$ cat src/rtl/amo_pkg.sv
// Shared definitions for the AMO executor: funct5 codes, FSM states and
// the per-core LR/SC reservation entry.
`ifndef CORE_NUMS
`define CORE_NUMS 2
`endif

package amo_pkg;

  localparam int AMO_XLEN = 32;

  localparam logic [4:0] AMO_ADD  = 5'b00000;
  localparam logic [4:0] AMO_SWAP = 5'b00001;
  localparam logic [4:0] AMO_LR   = 5'b00010;
  localparam logic [4:0] AMO_SC   = 5'b00011;
  localparam logic [4:0] AMO_XOR  = 5'b00100;
  localparam logic [4:0] AMO_OR   = 5'b01000;
  localparam logic [4:0] AMO_AND  = 5'b01100;
  localparam logic [4:0] AMO_MIN  = 5'b10000;
  localparam logic [4:0] AMO_MAX  = 5'b10100;
  localparam logic [4:0] AMO_MINU = 5'b11000;
  localparam logic [4:0] AMO_MAXU = 5'b11100;

  typedef enum logic [2:0] {
    S_IDLE,
    S_RD,
    S_CALC,
    S_WR,
    S_DONE
  } amo_state_e;

  typedef struct packed {
    logic                  valid;
    logic [AMO_XLEN-1:2]   addr;
  } resv_entry_t;

endpackage

$ cat src/rtl/amo_alu.sv
// Combinational read-modify-write operator for AMO instructions.
// Codes without a dedicated operation (including LR/SC) fall back to ADD.
module amo_alu
  import amo_pkg::*;
#(
  parameter int XLEN = AMO_XLEN
) (
  input  logic [XLEN-1:0] old_val,
  input  logic [XLEN-1:0] operand,
  input  logic [4:0]      funct5,
  output logic [XLEN-1:0] new_val
);

  always_comb begin
    new_val = old_val + operand;
    case (funct5)
      AMO_SWAP: new_val = operand;
      AMO_XOR:  new_val = old_val ^ operand;
      AMO_OR:   new_val = old_val | operand;
      AMO_AND:  new_val = old_val & operand;
      AMO_MIN:  new_val = ($signed(old_val) < $signed(operand)) ? old_val : operand;
      AMO_MAX:  new_val = ($signed(old_val) > $signed(operand)) ? old_val : operand;
      AMO_MINU: new_val = (old_val < operand) ? old_val : operand;
      AMO_MAXU: new_val = (old_val > operand) ? old_val : operand;
      default:  new_val = old_val + operand;
    endcase
  end

endmodule

$ cat src/rtl/amo_executor.sv
// Executes one arbitrated AMO / LR / SC / load / store at a time against the
// shared memory port. Define AMO_LRSC_EN to build per-core LR/SC reservations.
module amo_executor
  import amo_pkg::*;
#(
  parameter int XLEN           = AMO_XLEN,
  parameter int CORE_NUMS      = `CORE_NUMS,
  parameter int CORE_NUMS_BITS = (CORE_NUMS == 1) ? 1 : $clog2(CORE_NUMS)
) (
  input  logic                      clk_i,
  input  logic                      rst_i,
  input  logic [CORE_NUMS_BITS-1:0] AMO_id_i,
  input  logic                      AMO_strobe_i,
  input  logic [XLEN-1:0]           AMO_addr_i,
  input  logic                      AMO_rw_i,
  input  logic [XLEN-1:0]           AMO_data_i,
  input  logic                      AMO_is_amo_i,
  input  logic [4:0]                AMO_amo_type_i,
  output logic                      AMO_data_ready_o,
  output logic [XLEN-1:0]           AMO_data_o,
  output logic                      M_strobe_o,
  output logic [XLEN-1:0]           M_addr_o,
  output logic                      M_rw_o,
  output logic [XLEN-1:0]           M_data_o,
  input  logic                      M_data_ready_i,
  input  logic [XLEN-1:0]           M_data_i,
  input  logic                      S_wr_strobe_i,
  input  logic [XLEN-1:0]           S_wr_addr_i
);

  amo_state_e state_q, state_d;

  logic                      in_lr, in_sc, in_store, sc_ok;
  logic                      accept, rd_done, wr_done, enter_mem;
  logic                      op_rmw_q, op_lr_q, op_sc_q;
  logic [CORE_NUMS_BITS-1:0] id_q;
  logic [XLEN-1:2]           waddr_q;
  logic [XLEN-1:0]           data_q, old_q, alu_new;
  logic [4:0]                type_q;
  logic                      unused_bits;

  assign in_lr    = AMO_is_amo_i && (AMO_amo_type_i == AMO_LR);
  assign in_sc    = AMO_is_amo_i && (AMO_amo_type_i == AMO_SC);
  assign in_store = !AMO_is_amo_i && AMO_rw_i;
  assign accept   = (state_q == S_IDLE) && AMO_strobe_i;
  assign rd_done  = (state_q == S_RD) && M_data_ready_i;
  assign wr_done  = (state_q == S_WR) && M_data_ready_i;

  always_comb begin
    state_d = state_q;
    case (state_q)
      S_IDLE: begin
        if (AMO_strobe_i) begin
          if (in_sc)          state_d = sc_ok ? S_WR : S_DONE;
          else if (in_store)  state_d = S_WR;
          else                state_d = S_RD;
        end
      end
      S_RD:    if (M_data_ready_i) state_d = op_rmw_q ? S_CALC : S_DONE;
      S_CALC:  state_d = S_WR;
      S_WR:    if (M_data_ready_i) state_d = S_DONE;
      S_DONE:  state_d = S_IDLE;
      default: state_d = S_IDLE;
    endcase
  end

  // Memory strobe is registered, so it is raised on the edge that enters S_RD/S_WR.
  assign enter_mem        = (state_d != state_q) && ((state_d == S_RD) || (state_d == S_WR));
  assign AMO_data_ready_o = (state_q == S_DONE);

  always_ff @(posedge clk_i or posedge rst_i) begin
    if (rst_i) state_q <= S_IDLE;
    else       state_q <= state_d;
  end

  always_ff @(posedge clk_i or posedge rst_i) begin
    if (rst_i) begin
      id_q       <= '0;
      waddr_q    <= '0;
      data_q     <= '0;
      type_q     <= '0;
      op_rmw_q   <= 1'b0;
      op_lr_q    <= 1'b0;
      op_sc_q    <= 1'b0;
      old_q      <= '0;
      AMO_data_o <= '0;
      M_strobe_o <= 1'b0;
      M_addr_o   <= '0;
      M_rw_o     <= 1'b0;
      M_data_o   <= '0;
    end else begin
      M_strobe_o <= enter_mem;
      if (accept) begin
        id_q     <= AMO_id_i;
        waddr_q  <= AMO_addr_i[XLEN-1:2];
        data_q   <= AMO_data_i;
        type_q   <= AMO_amo_type_i;
        op_rmw_q <= AMO_is_amo_i && !in_lr && !in_sc;
        op_lr_q  <= in_lr;
        op_sc_q  <= in_sc;
        M_addr_o <= {AMO_addr_i[XLEN-1:2], 2'b00};
        M_rw_o   <= (state_d == S_WR);
        M_data_o <= AMO_data_i;
        if (in_sc && !sc_ok) AMO_data_o <= {{(XLEN-1){1'b0}}, 1'b1};
      end
      if (state_q == S_CALC) begin
        M_rw_o   <= 1'b1;
        M_data_o <= alu_new;
      end
      if (rd_done) begin
        old_q      <= M_data_i;
        AMO_data_o <= M_data_i;
      end
      if (wr_done && op_sc_q) AMO_data_o <= '0;
    end
  end

  amo_alu #(.XLEN(XLEN)) u_alu (
    .old_val (old_q),
    .operand (data_q),
    .funct5  (type_q),
    .new_val (alu_new)
  );

`ifdef AMO_LRSC_EN
  resv_entry_t          resv_q [CORE_NUMS];
  logic [CORE_NUMS-1:0] sel_in, sel_q, resv_set, resv_clr;
  logic                 snoop_new;

  assign snoop_new = S_wr_strobe_i && (S_wr_addr_i[XLEN-1:2] == waddr_q);

  always_comb begin
    sc_ok    = 1'b0;
    sel_in   = '0;
    sel_q    = '0;
    resv_set = '0;
    resv_clr = '0;
    for (int unsigned k = 0; k < CORE_NUMS; k++) begin
      sel_in[k] = (CORE_NUMS_BITS'(k) == AMO_id_i);
      sel_q[k]  = (CORE_NUMS_BITS'(k) == id_q);
      if (sel_in[k] && resv_q[k].valid && (resv_q[k].addr == AMO_addr_i[XLEN-1:2]))
        sc_ok = 1'b1;
      resv_set[k] = rd_done && op_lr_q && sel_q[k];
      // A snoop matching the address being reserved this cycle must beat the set.
      resv_clr[k] = (accept && in_sc && sel_in[k])
                 || (wr_done && !sel_q[k] && (resv_q[k].addr == waddr_q))
                 || (S_wr_strobe_i && (resv_q[k].addr == S_wr_addr_i[XLEN-1:2]))
                 || (resv_set[k] && snoop_new);
    end
  end

  always_ff @(posedge clk_i or posedge rst_i) begin
    if (rst_i) begin
      for (int unsigned k = 0; k < CORE_NUMS; k++) resv_q[k] <= '0;
    end else begin
      for (int unsigned k = 0; k < CORE_NUMS; k++) begin
        if (resv_clr[k])      resv_q[k].valid <= 1'b0;
        else if (resv_set[k]) resv_q[k] <= '{valid: 1'b1, addr: waddr_q};
      end
    end
  end

  assign unused_bits = ^{AMO_addr_i[1:0], S_wr_addr_i[1:0]};
`else
  assign sc_ok       = 1'b0;
  assign unused_bits = ^{AMO_addr_i[1:0], S_wr_strobe_i, S_wr_addr_i, id_q, op_lr_q};
`endif

endmodule

$ cat config.mk
export PLATFORM = sky130hd
export DESIGN_NAME = amo_executor
export DESIGN_NICKNAME = d
export VERILOG_FILES = /design/src/rtl/amo_pkg.sv /design/src/rtl/amo_alu.sv /design/src/rtl/amo_executor.sv
export SDC_FILE = /design/constraint.sdc
export NUM_CORES = 1
export LEC_CHECK = 0
export CAP_MARGIN = 20
export CORE_ASPECT_RATIO = 0.7
export CORE_MARGIN = 3
export CORE_UTILIZATION = 25
export CTS_CLUSTER_SIZE = 40
export DETAILED_ROUTE_END_ITERATION = 10
export RECOVER_POWER = 50
export SLEW_MARGIN = 40
export SYNTH_ARGS = -nofsm -noshare
export SYNTH_HDL_FRONTEND = slang
export SYNTH_HIERARCHICAL = 1
export SYNTH_SLANG_ARGS = --single-unit
$ cat constraint.sdc
create_clock -name clk_i -period 8.7 [get_ports clk_i]
set_clock_uncertainty 0.05 [all_clocks]
set_input_delay 2.175 -clock clk_i [delete_from_list [all_inputs] [get_ports clk_i]]
set_output_delay 2.175 -clock clk_i [all_outputs]
set_load 0.01 [all_outputs]
==> reports/qor.txt <==
status: complete, but fails checks
failing checks: capacitance limit, slew limit
Max VDD drop: 0.1584 mV
deepest clock path buffer count: 2
final hold vios: 0
largest net degree at the start of global routing: 103
Data required, critical path: 9.01 ns
fin nets: 1725
Pre-antenna DRT Iters: 6
DRT iter0 DRCs: 829
detailed placement HPWL: 27650 µm
antenna violations before repair: 2
xor/xnor share of the synthesized area: 1.780%
CP Capture Type: flop
Storage cell area: 4258 µm²
critical path class: primary input to flop
DRT antenna net count: 0
multiplexer area fraction after synthesis: 2.542%
synthesis-stage register bit count: 170
Die Height: 184.0 µm
critical path's top delay family: buffers and inverters
share of layout cells above drive strength 1: 5.000%
achievable frequency: 205.0 MHz
clock root cell: clkbuf_16
vias in the first global route: 9934
Core Area: 44200 µm²
fin. max-slew vios: 62
# fillers: 4596
worst skew pair latency: 0.46 ns
Area Growth Syn to Fin: 26.02%
top_reg_cell synth: dfrtp_1
P per Cell Area: 418.2 nW/µm²
post-CTS setup buffers: 0
worst-path maximum fanout: 26
slowest stage cell, crit path: clkbuf_1
CTS sink count: 170
Compound-Gate Fraction of Synth Area: 18.29%
mapped cell area: 11320 µm²
CTS Buf Count: 17
Slew HR: -99.94%
die width: 260.3 µm
first-pass GRT wire length: 57820 µm
RSZ-0062 raised after global routing: no
CP Buf/Inv Count: 2
die area: 47910 µm²
post-synth top area share: 37.58%
largest family of logic cells by synthesized area: simple AND/OR/NAND/NOR gates
Max H-tree Level: 4
PortBufs: 201
Yosys top cell by area: dfrtp_1
Max Cap Viol: 1
Post-Syn Instances: 1345
Hold-fix buffers, CTS: 0
Yosys cell types: 76
Tcrit/Tclk final: 56.07%
Critical Path AT: 5.18 ns
Starting Density: 25.61%
I/O pins: 240
Final TNS setup: 0 ns
Util after Layout: 32.27%
row cnt: 64
hold_ws: 0.4249 ns
simple-gate share of the synthesized area: 20.16%
grt ovf: 0
Post-synth EDFFs: 0
cts repair resizes: 0
via count: 10160
final wirelength: 37850 µm
Period minus WS final: 4.878 ns
CTS tree: done
area share of fa/ha/maj cells after synthesis: 10.79%
wire per inst: 18.06 µm
Vias/cell: 4.846
CTS clk-pin slew, worst paths: 0.07 ns
Static Leak: 6.546 nW
Final Setup Violations: 0
worst path cell trace: dlygate4sd3_1 -> nor4bb_1 -> clkbuf_1 -> nand2_1 -> o31ai_1
Post-synth ARST share: 100.0%
ranking of synthesized cells by area: dfrtp_1 (38%), nand2_1 (14%), ha_1 (11%)
syn_area_per_cell: 8.416 µm²
GRT Total Usage: 15.55%
type of the most critical hold path: flop to flop
Slowest Stage Delay on Critical Path: 0.98 ns
Worst Setup Start Kind: primary input
drt drc: 0
post-synthesis sequential area ratio: 37.58%
multi-input combinational cell area: 6098 µm²
gpl congestion: 0.8831
Worst Max-Slew Pin Slew: 2.983 ns
synth warn: 6
-- routing by layer --
metal	vias to the layer above	GRT usage [%]	share of wire, %
met5	-	0	0.018
met4	2	3.809	1.3
met3	32	3.800	6.2
met2	289	22.67	43
met1	4956	22.93	49
li1	4879	-	-
-- metrics by stage --
step	worst slack, ns	power, W	cell area [µm²]	instances
2_1_floorplan	1.872	0.003933	11320	1346
3_3_place_gp	4.027	0.005063	13640	2060
3_5_place_dp	4.184	0.005180	13680	2062
4_1_cts	4.192	0.006005	14280	2094
5_1_grt	3.397	0.006459	14260	2095
6_report	3.822	0.005966	14260	2096
-- cells in the mapped netlist, drive strengths merged, types with 4 or more instances --
cell    instances
a221oi         14
buf            64
ha             96
o21ai          50
a21oi          45
nand3          14
clkbuf         28
nor4            6
xor2           10
xnor2          13
a22oi           6
nand2         412
o21bai          4
nor2b           8
nor3b           6
a31oi           7
nand2b         10
o311ai         34
a221o           7
inv           113
o211ai          6
nor2           35
o22ai          19
nor3           12
a211oi          6
a222oi         18
mux2i          25
o31ai          37
a21o           16
and3            5
dfrtp         170
-- path summary, 6_finish.rpt --
| check | startpoint | cells past startpoint | end | slack, ns |
|---|---|---|---|---|
| worst max-delay path | M_data_ready_i | 5 | AMO_data_o[4] | 3.82 |
| worst min-delay path | M_addr_o[22] | 2 | M_addr_o[22] | 0.42 |
| worst max register to register | old_q[14] | 14 | M_data_o[19] | 4.14 |
| worst min register to register | M_addr_o[22] | 2 | M_addr_o[22] | 0.42 |
| max in group asynchronous | rst_i | 3 | type_q[3] | 3.92 |
| min in group asynchronous | rst_i | 2 | M_addr_o[20] | 2.97 |
-- flip-flops by register name, indices dropped and copies added, names as in the netlist --
signal      flops
M_strobe_o      1
state_q         3
old_q          32
M_rw_o          1
op_rmw_q        1
AMO_data_o     32
type_q          5
M_data_o       32
op_sc_q         1
M_addr_o       30
data_q         32
-- cell type report --
type	count	area share [%]
Antenna cell	2	0.03508
Inverter	114	3.009
Clock inverter	15	1.246
Tap cell	594	5.210
Timing Repair Buffer	214	14.92
Clock buffer	17	2.982
Multi-Input combinational cell	970	42.75
Sequential cell	170	29.85
-- cells by family after synthesis --
kind of cell,after synthesis
multiplexers,28
AND/OR/NAND/NOR,533
other,1
adder cells (fa/ha/maj),97
AO/OA/AOI/OAI,287
XOR/XNOR,23
buffers and inverters,206
flip-flops,170
-- worst reg2reg max path: cells and delay by family, from the launching register on --
family,cells,cell delay [ns]
AOI/OAI and AO/OA,6,1.70
adders and majority gates,1,0.46
buffers and inverters,2,0.42
DFF,1,0.55
muxes,1,0.17
and+or+nand+nor,4,1.05
-- layout by cell type (no fill, tap or decap), types with 6 or more instances in the layout --
| master | Yosys | layout |
|---|---|---|
| o311ai_0 | 32 | 32 |
| nor2_1 | 35 | 34 |
| a22oi_1 | 6 | 6 |
| xor2_1 | 10 | 10 |
| xnor2_1 | 13 | 13 |
| clkdlybuf4s50_1 | 0 | 168 |
| ha_1 | 96 | 96 |
| inv_8 | 0 | 7 |
| dlygate4sd3_1 | 0 | 33 |
| nor3_1 | 11 | 10 |
| o31ai_1 | 36 | 36 |
| dfrtp_1 | 170 | 169 |
| o21ai_1 | 19 | 19 |
| mux2i_1 | 24 | 24 |
| nor2b_1 | 8 | 7 |
| nand3_1 | 14 | 14 |
| o22ai_1 | 19 | 19 |
| inv_1 | 109 | 108 |
| nand2_1 | 411 | 410 |
| o21ai_0 | 31 | 31 |
| a221oi_1 | 12 | 12 |
| buf_4 | 9 | 8 |
| clkbuf_16 | 0 | 17 |
| a31oi_1 | 7 | 7 |
| a222oi_1 | 18 | 18 |
| o211ai_1 | 6 | 6 |
| nand2b_1 | 10 | 10 |
| a21o_1 | 16 | 16 |
| a21oi_1 | 45 | 45 |
| a221o_1 | 7 | 7 |
-- power by group --
group | total [W] | internal (W) | switching [W] | leakage [nW]
logic | 0.00356 | 0.00151 | 0.00205 | 4.14
clock network | 0.000787 | 0.000389 | 0.000397 | 0.292
registers | 0.00162 | 0.00116 | 0.000453 | 2.11
Power figures use the tool's default switching activity.
